### src/rtl/wb_select_if.sv
// wb_select_if: bundles the instruction-side handshake and the writeback-side
// outputs of wb_select_stage.
//   slave  : the stage itself (consumes the instruction, drives writeback)
//   master : the producer/observer (drives the instruction, sees writeback)
// Signals:
//   in_valid/in_ready             instruction handshake
//   opcode, alu_result, branch_immediate, link_value, dest_reg,
//   wb_test, cond_execute         instruction payload
//   flush                         kill registered and pending work
//   wb_valid/wb_enable/wb_addr/wb_data   register-file write port
//   branch_taken/branch_target    PC redirect
//   retire_count                  retired-instruction counter
interface wb_select_if #(
  parameter int DATA_W  = 32,
  parameter int OPC_W   = 5,
  parameter int RADDR_W = 4,
  parameter int CNT_W   = 16
);
  logic               in_valid;
  logic               in_ready;
  logic [OPC_W-1:0]   opcode;
  logic [DATA_W-1:0]  alu_result;
  logic [DATA_W-1:0]  branch_immediate;
  logic [DATA_W-1:0]  link_value;
  logic [RADDR_W-1:0] dest_reg;
  logic               wb_test;
  logic               cond_execute;
  logic               flush;
  logic               wb_valid;
  logic               wb_enable;
  logic [RADDR_W-1:0] wb_addr;
  logic [DATA_W-1:0]  wb_data;
  logic               branch_taken;
  logic [DATA_W-1:0]  branch_target;
  logic [CNT_W-1:0]   retire_count;

  modport slave (
    input  in_valid, opcode, alu_result, branch_immediate, link_value,
           dest_reg, wb_test, cond_execute, flush,
    output in_ready, wb_valid, wb_enable, wb_addr, wb_data,
           branch_taken, branch_target, retire_count
  );

  modport master (
    output in_valid, opcode, alu_result, branch_immediate, link_value,
           dest_reg, wb_test, cond_execute, flush,
    input  in_ready, wb_valid, wb_enable, wb_addr, wb_data,
           branch_taken, branch_target, retire_count
  );
endinterface

### src/rtl/wb_select_stage.sv
// wb_select_stage: registered writeback select between ALU and register file.
// Selects ALU result or branch immediate, gates the write with the condition
// check, registers everything for one-cycle latency, sequences branch-with-link
// as a branch cycle followed by a link-register write, and counts retirements.
// Ports:
//   clk    rising-edge clock
//   reset  asynchronous, active-high
//   bus    wb_select_if.slave (instruction in, writeback/redirect out)
//
// state | meaning
// ------+------------------------------------------------------------
// IDLE  | ready for an instruction (in_ready=1)
// LINK  | BL branch issued last cycle; emit link-register write now
module wb_select_stage #(
  parameter int               DATA_W     = 32,
  parameter int               OPC_W      = 5,
  parameter int               RADDR_W    = 4,
  parameter logic [OPC_W-1:0] BRANCH_OPC = 5'b10001,
  parameter logic [OPC_W-1:0] BL_OPC     = 5'b10010,
  parameter int               LR_ADDR    = 14,
  parameter int               CNT_W      = 16
) (
  input logic        clk,
  input logic        reset,
  wb_select_if.slave bus
);

  typedef enum logic {IDLE, LINK} state_t;

  state_t             state_q, state_d;
  logic               valid_q, valid_d;
  logic               en_q, en_d;
  logic [RADDR_W-1:0] addr_q, addr_d;
  logic [DATA_W-1:0]  data_q, data_d;
  logic               taken_q, taken_d;
  logic [DATA_W-1:0]  target_q, target_d;
  logic [DATA_W-1:0]  link_q, link_d;
  logic [CNT_W-1:0]   cnt_q, cnt_d;

  logic is_br, is_bl;
  assign is_br = (bus.opcode == BRANCH_OPC);
  assign is_bl = (bus.opcode == BL_OPC);

  always_comb begin
    state_d  = state_q;
    valid_d  = 1'b0;
    en_d     = 1'b0;
    taken_d  = 1'b0;
    addr_d   = addr_q;
    data_d   = data_q;
    target_d = target_q;
    link_d   = link_q;
    cnt_d    = cnt_q;
    // flush overrides everything: outputs go quiet and a pending LR write is lost
    if (bus.flush) begin
      state_d = IDLE;
    end else begin
      case (state_q)
        IDLE: begin
          if (bus.in_valid) begin
            valid_d  = 1'b1;
            addr_d   = bus.dest_reg;
            data_d   = is_br ? bus.branch_immediate : bus.alu_result;
            en_d     = bus.wb_test && bus.cond_execute;
            taken_d  = bus.cond_execute && (is_br || is_bl);
            target_d = bus.branch_immediate;
            cnt_d    = cnt_q + CNT_W'(1);
            // a taken BL writes only via the following LINK cycle
            if (is_bl && bus.cond_execute) begin
              en_d    = 1'b0;
              link_d  = bus.link_value;
              state_d = LINK;
            end
          end
        end
        LINK: begin
          valid_d = 1'b1;
          en_d    = 1'b1;
          addr_d  = RADDR_W'(LR_ADDR);
          data_d  = link_q;
          state_d = IDLE;
        end
        default: state_d = IDLE;
      endcase
    end
  end

  always_ff @(posedge clk or posedge reset) begin
    if (reset) begin
      state_q  <= IDLE;
      valid_q  <= 1'b0;
      en_q     <= 1'b0;
      addr_q   <= '0;
      data_q   <= '0;
      taken_q  <= 1'b0;
      target_q <= '0;
      link_q   <= '0;
      cnt_q    <= '0;
    end else begin
      state_q  <= state_d;
      valid_q  <= valid_d;
      en_q     <= en_d;
      addr_q   <= addr_d;
      data_q   <= data_d;
      taken_q  <= taken_d;
      target_q <= target_d;
      link_q   <= link_d;
      cnt_q    <= cnt_d;
    end
  end

  assign bus.in_ready      = (state_q == IDLE);
  assign bus.wb_valid      = valid_q;
  assign bus.wb_enable     = en_q;
  assign bus.wb_addr       = addr_q;
  assign bus.wb_data       = data_q;
  assign bus.branch_taken  = taken_q;
  assign bus.branch_target = target_q;
  assign bus.retire_count  = cnt_q;

endmodule

### src/flat_wrapper.sv
// flat-port wrapper written by rule: the top's interface ports become plain ports
module wb_select_stage_flat 
#(
  parameter int               DATA_W     = 32,
  parameter int               OPC_W      = 5,
  parameter int               RADDR_W    = 4,
  parameter logic [OPC_W-1:0] BRANCH_OPC = 5'b10001,
  parameter logic [OPC_W-1:0] BL_OPC     = 5'b10010,
  parameter int               LR_ADDR    = 14,
  parameter int               CNT_W      = 16
)
  (clk, reset, bus_in_valid, bus_opcode, bus_alu_result, bus_branch_immediate, bus_link_value, bus_dest_reg, bus_wb_test, bus_cond_execute, bus_flush, bus_in_ready, bus_wb_valid, bus_wb_enable, bus_wb_addr, bus_wb_data, bus_branch_taken, bus_branch_target, bus_retire_count);
  wb_select_if #(.DATA_W(DATA_W), .OPC_W(OPC_W), .RADDR_W(RADDR_W), .CNT_W(CNT_W)) bus_i ();
  input logic clk;
  input logic reset;
  input wire logic [$bits(bus_i.in_valid)-1:0] bus_in_valid;
  input wire logic [$bits(bus_i.opcode)-1:0] bus_opcode;
  input wire logic [$bits(bus_i.alu_result)-1:0] bus_alu_result;
  input wire logic [$bits(bus_i.branch_immediate)-1:0] bus_branch_immediate;
  input wire logic [$bits(bus_i.link_value)-1:0] bus_link_value;
  input wire logic [$bits(bus_i.dest_reg)-1:0] bus_dest_reg;
  input wire logic [$bits(bus_i.wb_test)-1:0] bus_wb_test;
  input wire logic [$bits(bus_i.cond_execute)-1:0] bus_cond_execute;
  input wire logic [$bits(bus_i.flush)-1:0] bus_flush;
  output wire logic [$bits(bus_i.in_ready)-1:0] bus_in_ready;
  output wire logic [$bits(bus_i.wb_valid)-1:0] bus_wb_valid;
  output wire logic [$bits(bus_i.wb_enable)-1:0] bus_wb_enable;
  output wire logic [$bits(bus_i.wb_addr)-1:0] bus_wb_addr;
  output wire logic [$bits(bus_i.wb_data)-1:0] bus_wb_data;
  output wire logic [$bits(bus_i.branch_taken)-1:0] bus_branch_taken;
  output wire logic [$bits(bus_i.branch_target)-1:0] bus_branch_target;
  output wire logic [$bits(bus_i.retire_count)-1:0] bus_retire_count;
  assign bus_i.in_valid = bus_in_valid;
  assign bus_i.opcode = bus_opcode;
  assign bus_i.alu_result = bus_alu_result;
  assign bus_i.branch_immediate = bus_branch_immediate;
  assign bus_i.link_value = bus_link_value;
  assign bus_i.dest_reg = bus_dest_reg;
  assign bus_i.wb_test = bus_wb_test;
  assign bus_i.cond_execute = bus_cond_execute;
  assign bus_i.flush = bus_flush;
  assign bus_in_ready = bus_i.in_ready;
  assign bus_wb_valid = bus_i.wb_valid;
  assign bus_wb_enable = bus_i.wb_enable;
  assign bus_wb_addr = bus_i.wb_addr;
  assign bus_wb_data = bus_i.wb_data;
  assign bus_branch_taken = bus_i.branch_taken;
  assign bus_branch_target = bus_i.branch_target;
  assign bus_retire_count = bus_i.retire_count;
  wb_select_stage #(.DATA_W(DATA_W), .OPC_W(OPC_W), .RADDR_W(RADDR_W), .BRANCH_OPC(BRANCH_OPC), .BL_OPC(BL_OPC), .LR_ADDR(LR_ADDR), .CNT_W(CNT_W)) u_core (.clk(clk), .reset(reset), .bus(bus_i));
endmodule
### config.mk
export PLATFORM = sky130hd
export DESIGN_NAME = wb_select_stage_flat
export DESIGN_NICKNAME = d
export VERILOG_FILES = /design/src/rtl/wb_select_if.sv /design/src/rtl/wb_select_stage.sv /design/src/flat_wrapper.sv
export SDC_FILE = /design/constraint.sdc
export NUM_CORES = 1
export LEC_CHECK = 0
export CORE_UTILIZATION = 60
export DETAILED_ROUTE_END_ITERATION = 12
export DONT_BUFFER_PORTS = 1
export PLACE_DENSITY = 0.78
export SYNTH_ARGS = -nofsm -noshare
export SYNTH_HDL_FRONTEND = slang
export SYNTH_SLANG_ARGS = --single-unit
### constraint.sdc
create_clock -name clk -period 5.8 [get_ports clk]
set_input_delay 1.16 -clock clk [delete_from_list [all_inputs] [get_ports clk]]
set_output_delay 1.16 -clock clk [all_outputs]
set_load 0.03 [all_outputs]
### After elaboration in Yosys (flattened, before gate mapping)

Cells that the tools add are included.

* bits in registers: 120
* latch bits: 0
* memory bits (writable): 0
* bits in read-only memories: 0
* input bits: 111
* output and inout bits: 88
* word-level logic and storage cells: 41
* memories: 0

* add/sub/neg operators: 1
* multipliers: 0
* divide/modulo/power cells: 0
* order comparisons: 0
* eq/ne operators: 3
* shift operators: 0
* multiplexer cells: 19
* bitwise operators: 2
* reduce and logical (&&, ||, !) cells: 7

Operators by type and width (number)
* 2-to-1 mux 32 bit: 2
* one-hot mux 32 bit (2 select lines): 1
* adder 16 x 1 -> 16 bit (second input constant): 1
* 2-to-1 mux 1 bit: 11
* equality test 5 bit (second input constant): 2
* one-hot mux 4 bit (2 select lines): 1
* one-hot mux 1 bit (2 select lines): 3
* 2-to-1 mux 4 bit: 1
* AND reduction 4 bit: 1
* logical AND 1 bit: 3
* AND reduction 3 bit: 1
* inequality test 2 bit (second input constant): 1
* NOT 1 bit: 2
* AND reduction 2 bit: 1
* logical OR 1 bit: 1

### Logic depth before layout (Yosys ltp)

* depth after elaboration: 6
* gate-level depth with buffers: 7
* mapped depth without buffers: 5

### Worst setup path before layout

No wires, ideal clock.

* kind: input port to flip-flop
* start: input port bus_flush
* end: register u_core.link_q[10]
* setup time: 0.125 ns
* arrival time: 2.469 ns
* required time: 5.675 ns
* setup slack: 3.206 ns
* stages on the path: 7
* path buffers: 3
* cell sequence: clkbuf_1 nor3b_4 nand2_1 or2_1 buf_2 buf_6 mux2_4

* word-level cells in the longest chain between the ends: 2

RTL lines
* start: declaration: line flat_wrapper.sv:24 `input wire logic [$bits(bus_i.flush)-1:0] bus_flush;`
* NOT 1 bit (no line)
* AND reduction 4 bit (no line)
* end signal: assignment: line wb_select_stage.sv:107 `link_q <= link_d;`
* end: declaration: line wb_select_stage.sv:37 `logic [DATA_W-1:0] link_q, link_d;`

Every way passes these cells.
A chain may end at the register's enable or synchronous reset.

### Final worst setup path

* start: input port bus_opcode[3]
* end: register u_core.data_q[31] (netlist: u_core.bus.wb_data[31])

* word-level cells in the longest chain between the ends: 4

RTL lines
* start: declaration: line flat_wrapper.sv:17 `input wire logic [$bits(bus_i.opcode)-1:0] bus_opcode;`
* equality test 5 bit: line wb_select_stage.sv:41 `assign is_br = (bus.opcode == BRANCH_OPC);`
* 2-to-1 mux 32 bit: line wb_select_stage.sv:63 `data_d = is_br ? bus.branch_immediate : bus.alu_result;`
* 2-to-1 mux 32 bit: line wb_select_stage.sv:60 `if (bus.in_valid) begin`
* one-hot mux 32 bit (2 select lines): line wb_select_stage.sv:58 `case (state_q)`
* end signal: assignment: line wb_select_stage.sv:104 `data_q <= data_d;`
* end: declaration: line wb_select_stage.sv:34 `logic [DATA_W-1:0] data_q, data_d;`

Every way passes these cells. The select of a mux whose other input is x is not followed.

==> Implementation_results.wiki <==
{| class="wikitable"
! Metric !! Value
|-
| Status || finished, final reports clean
|-
| Worst EP required || about 6000 ps
|-
| Crit. Startpoint || bus_opcode[3]
|-
| Register area share after synthesis || roughly three fifths
|-
| Capture point of the critical path || u_core.bus.wb_data[31]$_DFFE_PP0P_
|-
| Dominant register cell in the synthesized netlist || sky130_fd_sc_hd__dfrtp_1
|-
| Pin count of the biggest net entering global routing || 70
|-
| Largest cells by area after synthesis || sky130_fd_sc_hd__dfrtp_1 59%, sky130_fd_sc_hd__mux2_4 8.5%, sky130_fd_sc_hd__nand2_1 7.7%
|-
| Die outline height || around 94 microns
|-
| Reg clk slew, reported paths || 60 ps
|-
| Arrival time worst endpoint || roughly 2800 ps
|-
| Drt pass-1 iters || 4
|-
| Area occupied by registers || approximately 0.003 sq mm
|-
| CTS H-Tree Depth || 4
|-
| Worst slew pin tran || ~1100 ps
|-
| Critical Path End Type || register
|-
| Number of flops mapped to enable cells by yosys || 0
|-
| Share of the synthesized area in the top cell type || between 50% and 60%
|-
| Post-Layout Inst Area || 0.00575 sq mm
|-
| Final period utilization || 42.9%
|-
| Antenna violations before repair || 0
|-
| Worst R2R Start || u_core.state_q$_DFF_PP0_
|-
| Final hold vios || 0
|-
| TritonCTS buffer count || 17
|-
| Net count, final || between 500 and 600
|-
| Post-Synthesis Cell Area || around 0.0051 sq mm
|-
| Number of max-slew violations in the final report || 0
|-
| R2r worst-path depth || 5
|-
| Share of cells above drive strength 1 || 15.4%
|-
| Maximum fanout along the worst path || 25
|-
| Clock latency reported for the late side of the worst-skew pair || 500 ps
|-
| Leading cell type by number of instances after synthesis || sky130_fd_sc_hd__dfrtp_1
|-
| Kind of critical path || input port to register
|-
| Routed vias || ~3.4k
|-
| Via count of the first global-routing pass || between 3k and 4k
|-
| Final Setup Violations || 0
|-
| Max_cap viols || 0
|-
| Worst r2r dst || u_core.bus.retire_count[15]$_DFFE_PP0P_
|-
| Synth Register Bits || 120
|-
| Clock tree sinks || between 100 and 150
|-
| Final setup TNS || 0 ps
|-
| Number of placement rows || 33
|-
| Post-DR wirelength/cell || around 20 microns
|-
| DRC Markers || 0
|-
| First-pass GRT wire length || 17200 microns
|-
| Post-Place Cell Area || 0.00516 sq mm
|-
| Area of the die || slightly below 0.009 sq mm
|-
| Period minus WS final || approximately 2500 ps
|-
| GRT Total Usage || between 20% and 30%
|-
| Leakage component of the power || 3.00 nW
|-
| Setup skew after layout || just over 8 ps
|-
| Number of warnings reported in the yosys synthesis log || 0
|-
| Total Routed Length || around 11000 microns
|-
| Core area || 0.00822 sq mm
|-
| RSZ-0062 raised after global routing || no
|-
| Worst-case register-to-register setup slack || about 3600 ps
|-
| First DRT Iteration DRCs || 106
|-
| Global placer's final weighted congestion || approximately 0.75
|-
| Leading cell types by count after synthesis || 120 x sky130_fd_sc_hd__dfrtp_1, 105 x sky130_fd_sc_hd__nand2_1, 34 x sky130_fd_sc_hd__a21oi_1
|-
| Class of the tightest hold or removal check || register to register
|-
| Fmax achieved || a little over 400 MHz
|-
| # port buffers || 0
|-
| Setup repair bufs after CTS || 0
|-
| Number of hold buffers added after CTS || 0
|-
| Post-synth cell types || 32
|-
| Relative max-transition margin || 23.9%
|-
| Number of gates given a new drive strength after cts || 0
|-
| Power density of the placed cells || between 400 and 500 mW/mm^2
|-
| Cell count after synthesis || around 450
|-
| Synth async-reset ratio || 100%
|-
| Antenna fix cells || 0
|-
| Synthesized netlist net count || 558
|-
| Post-synth top area cell || sky130_fd_sc_hd__dfrtp_1
|-
| Launching element type of the critical path || input port
|-
| Post-Syn Area per Cell || 11.5 sq um
|-
| Die W || around 94 microns
|-
| DR vias/cell || 6.00
|-
| CTS max path bufs || 2
|-
| Effective utilization at floorplan || ~62%
|-
| Post-synthesis to final-layout area growth || 12.3%
|-
| Clock tree from TritonCTS || yes
|-
| CTS root buffer || sky130_fd_sc_hd__clkbuf_8
|-
| Multi-input gate area || 0.00196 sq mm
|-
| Filler cell count || approximately 580
|-
| Final HPWL from detailed placement || roughly 7500 microns
|-
| Worst supply voltage drop on vdd || 0.224 mV
|-
| Boundary Pins || between 150 and 200
|-
| Total gr overflow || 0
|-
| Antenna violation net count after detailed routing || 0
|}
## worst max-delay path, stage by stage
cell	delay (ps)
sky130_fd_sc_hd__nor3b_1	260
sky130_fd_sc_hd__nand3b_1	520
sky130_fd_sc_hd__buf_4	490
sky130_fd_sc_hd__mux2i_1	240
sky130_fd_sc_hd__a21oi_1	110
## per-stage QoR
| step | util, % | hold slack, ps | power [mW] | instances | setup slack, ps |
|---|---|---|---|---|---|
| floorplan | - | 473 | 1.33 | 446 | 1450 |
| CTS | 70.0 | 511 | 2.42 | 561 | 3330 |
| global route | 70.0 | 525 | 2.49 | 561 | 3180 |
| finish | 70.0 | 517 | 2.41 | 561 | 3310 |
| global placement | 62.8 | 492 | 1.37 | 530 | 2910 |
| detailed placement | 62.8 | 499 | 1.38 | 530 | 2850 |
## layout by cell type (no fill, tap or decap), drive strengths merged
cell type    n
ha           1
o22ai       32
and3         1
and4         2
bufinv       3
or3          2
mux2        32
xor2         6
o21ai        3
nand4        6
inv          7
nand2b       3
nand3b       2
nand3        3
xnor2        9
clkbuf      22
buf          5
mux2i       32
nor3b        2
dfrtp      120
or2          2
nand2      105
clkinvlp     1
nor3         3
a22oi        3
clkinv       5
nor2         6
a21oi       34
a22o         1
nor2b        3
## kinds of logic (layout without fill, tap and decap cells)
kind of cell | count (synthesis) | in the layout | synth area share (%)
flops | 120 | 120 | 58.7
compound gates | 73 | 73 | 8.14
fa+ha+maj | 1 | 1 | 0.244
xor+xnor | 15 | 15 | 2.57
buf+inv | 33 | 43 | 3.01
simple gates | 140 | 140 | 12.0
mux | 64 | 64 | 15.4
## layer usage
metal	GRT usage (%)	up-vias	part of all wire (%)
li1	-	1532	-
met1	31.5	1685	40
met5	0	-	0
met4	9.62	0	1.1
met2	43.4	137	51
met3	8.86	14	7.8
## flip-flops by register name (all words and copies together), names as in the netlist
name                      cells
u_core.bus.wb_addr            4
u_core.bus.branch_target     32
u_core.bus.wb_enable          1
u_core.bus.branch_taken       1
u_core.link_q                32
u_core.bus.wb_data           32
u_core.bus.wb_valid           1
u_core.bus.retire_count      16
u_core.state_q                1
## report_power, final
group | internal [mW] | switching, mW
registers | 0.935 | 0.258
clock network | 0.682 | 0.355
logic | 0.0859 | 0.0906
## area by class of cell
class                           count  area share [%]
Sequential cell                   120            52.2
Multi-Input combinational cell    293            34.1
Clock buffer                       22            8.05
Tap cell                          105            2.29
Clock inverter                      9            2.13
Timing Repair Buffer                5           0.653
Inverter                            7           0.501
## how the worst min path moves through the flow
| stage | from | to | cells past startpoint |
|---|---|---|---|
| 2_1_floorplan | u_core.link_q[26]$_DFFE_PP0P_ | u_core.bus.wb_data[26]$_DFFE_PP0P_ | 2 |
| 3_3_place_gp | u_core.link_q[29]$_DFFE_PP0P_ | u_core.link_q[29]$_DFFE_PP0P_ | 1 |
| 3_5_place_dp | u_core.link_q[30]$_DFFE_PP0P_ | u_core.link_q[30]$_DFFE_PP0P_ | 1 |
| 4_1_cts | u_core.link_q[30]$_DFFE_PP0P_ | u_core.link_q[30]$_DFFE_PP0P_ | 1 |
| 5_1_grt | u_core.link_q[3]$_DFFE_PP0P_ | u_core.link_q[3]$_DFFE_PP0P_ | 1 |
| 6_report | u_core.link_q[22]$_DFFE_PP0P_ | u_core.link_q[22]$_DFFE_PP0P_ | 1 |
No activity file was read; power rests on OpenSTA's default activity.
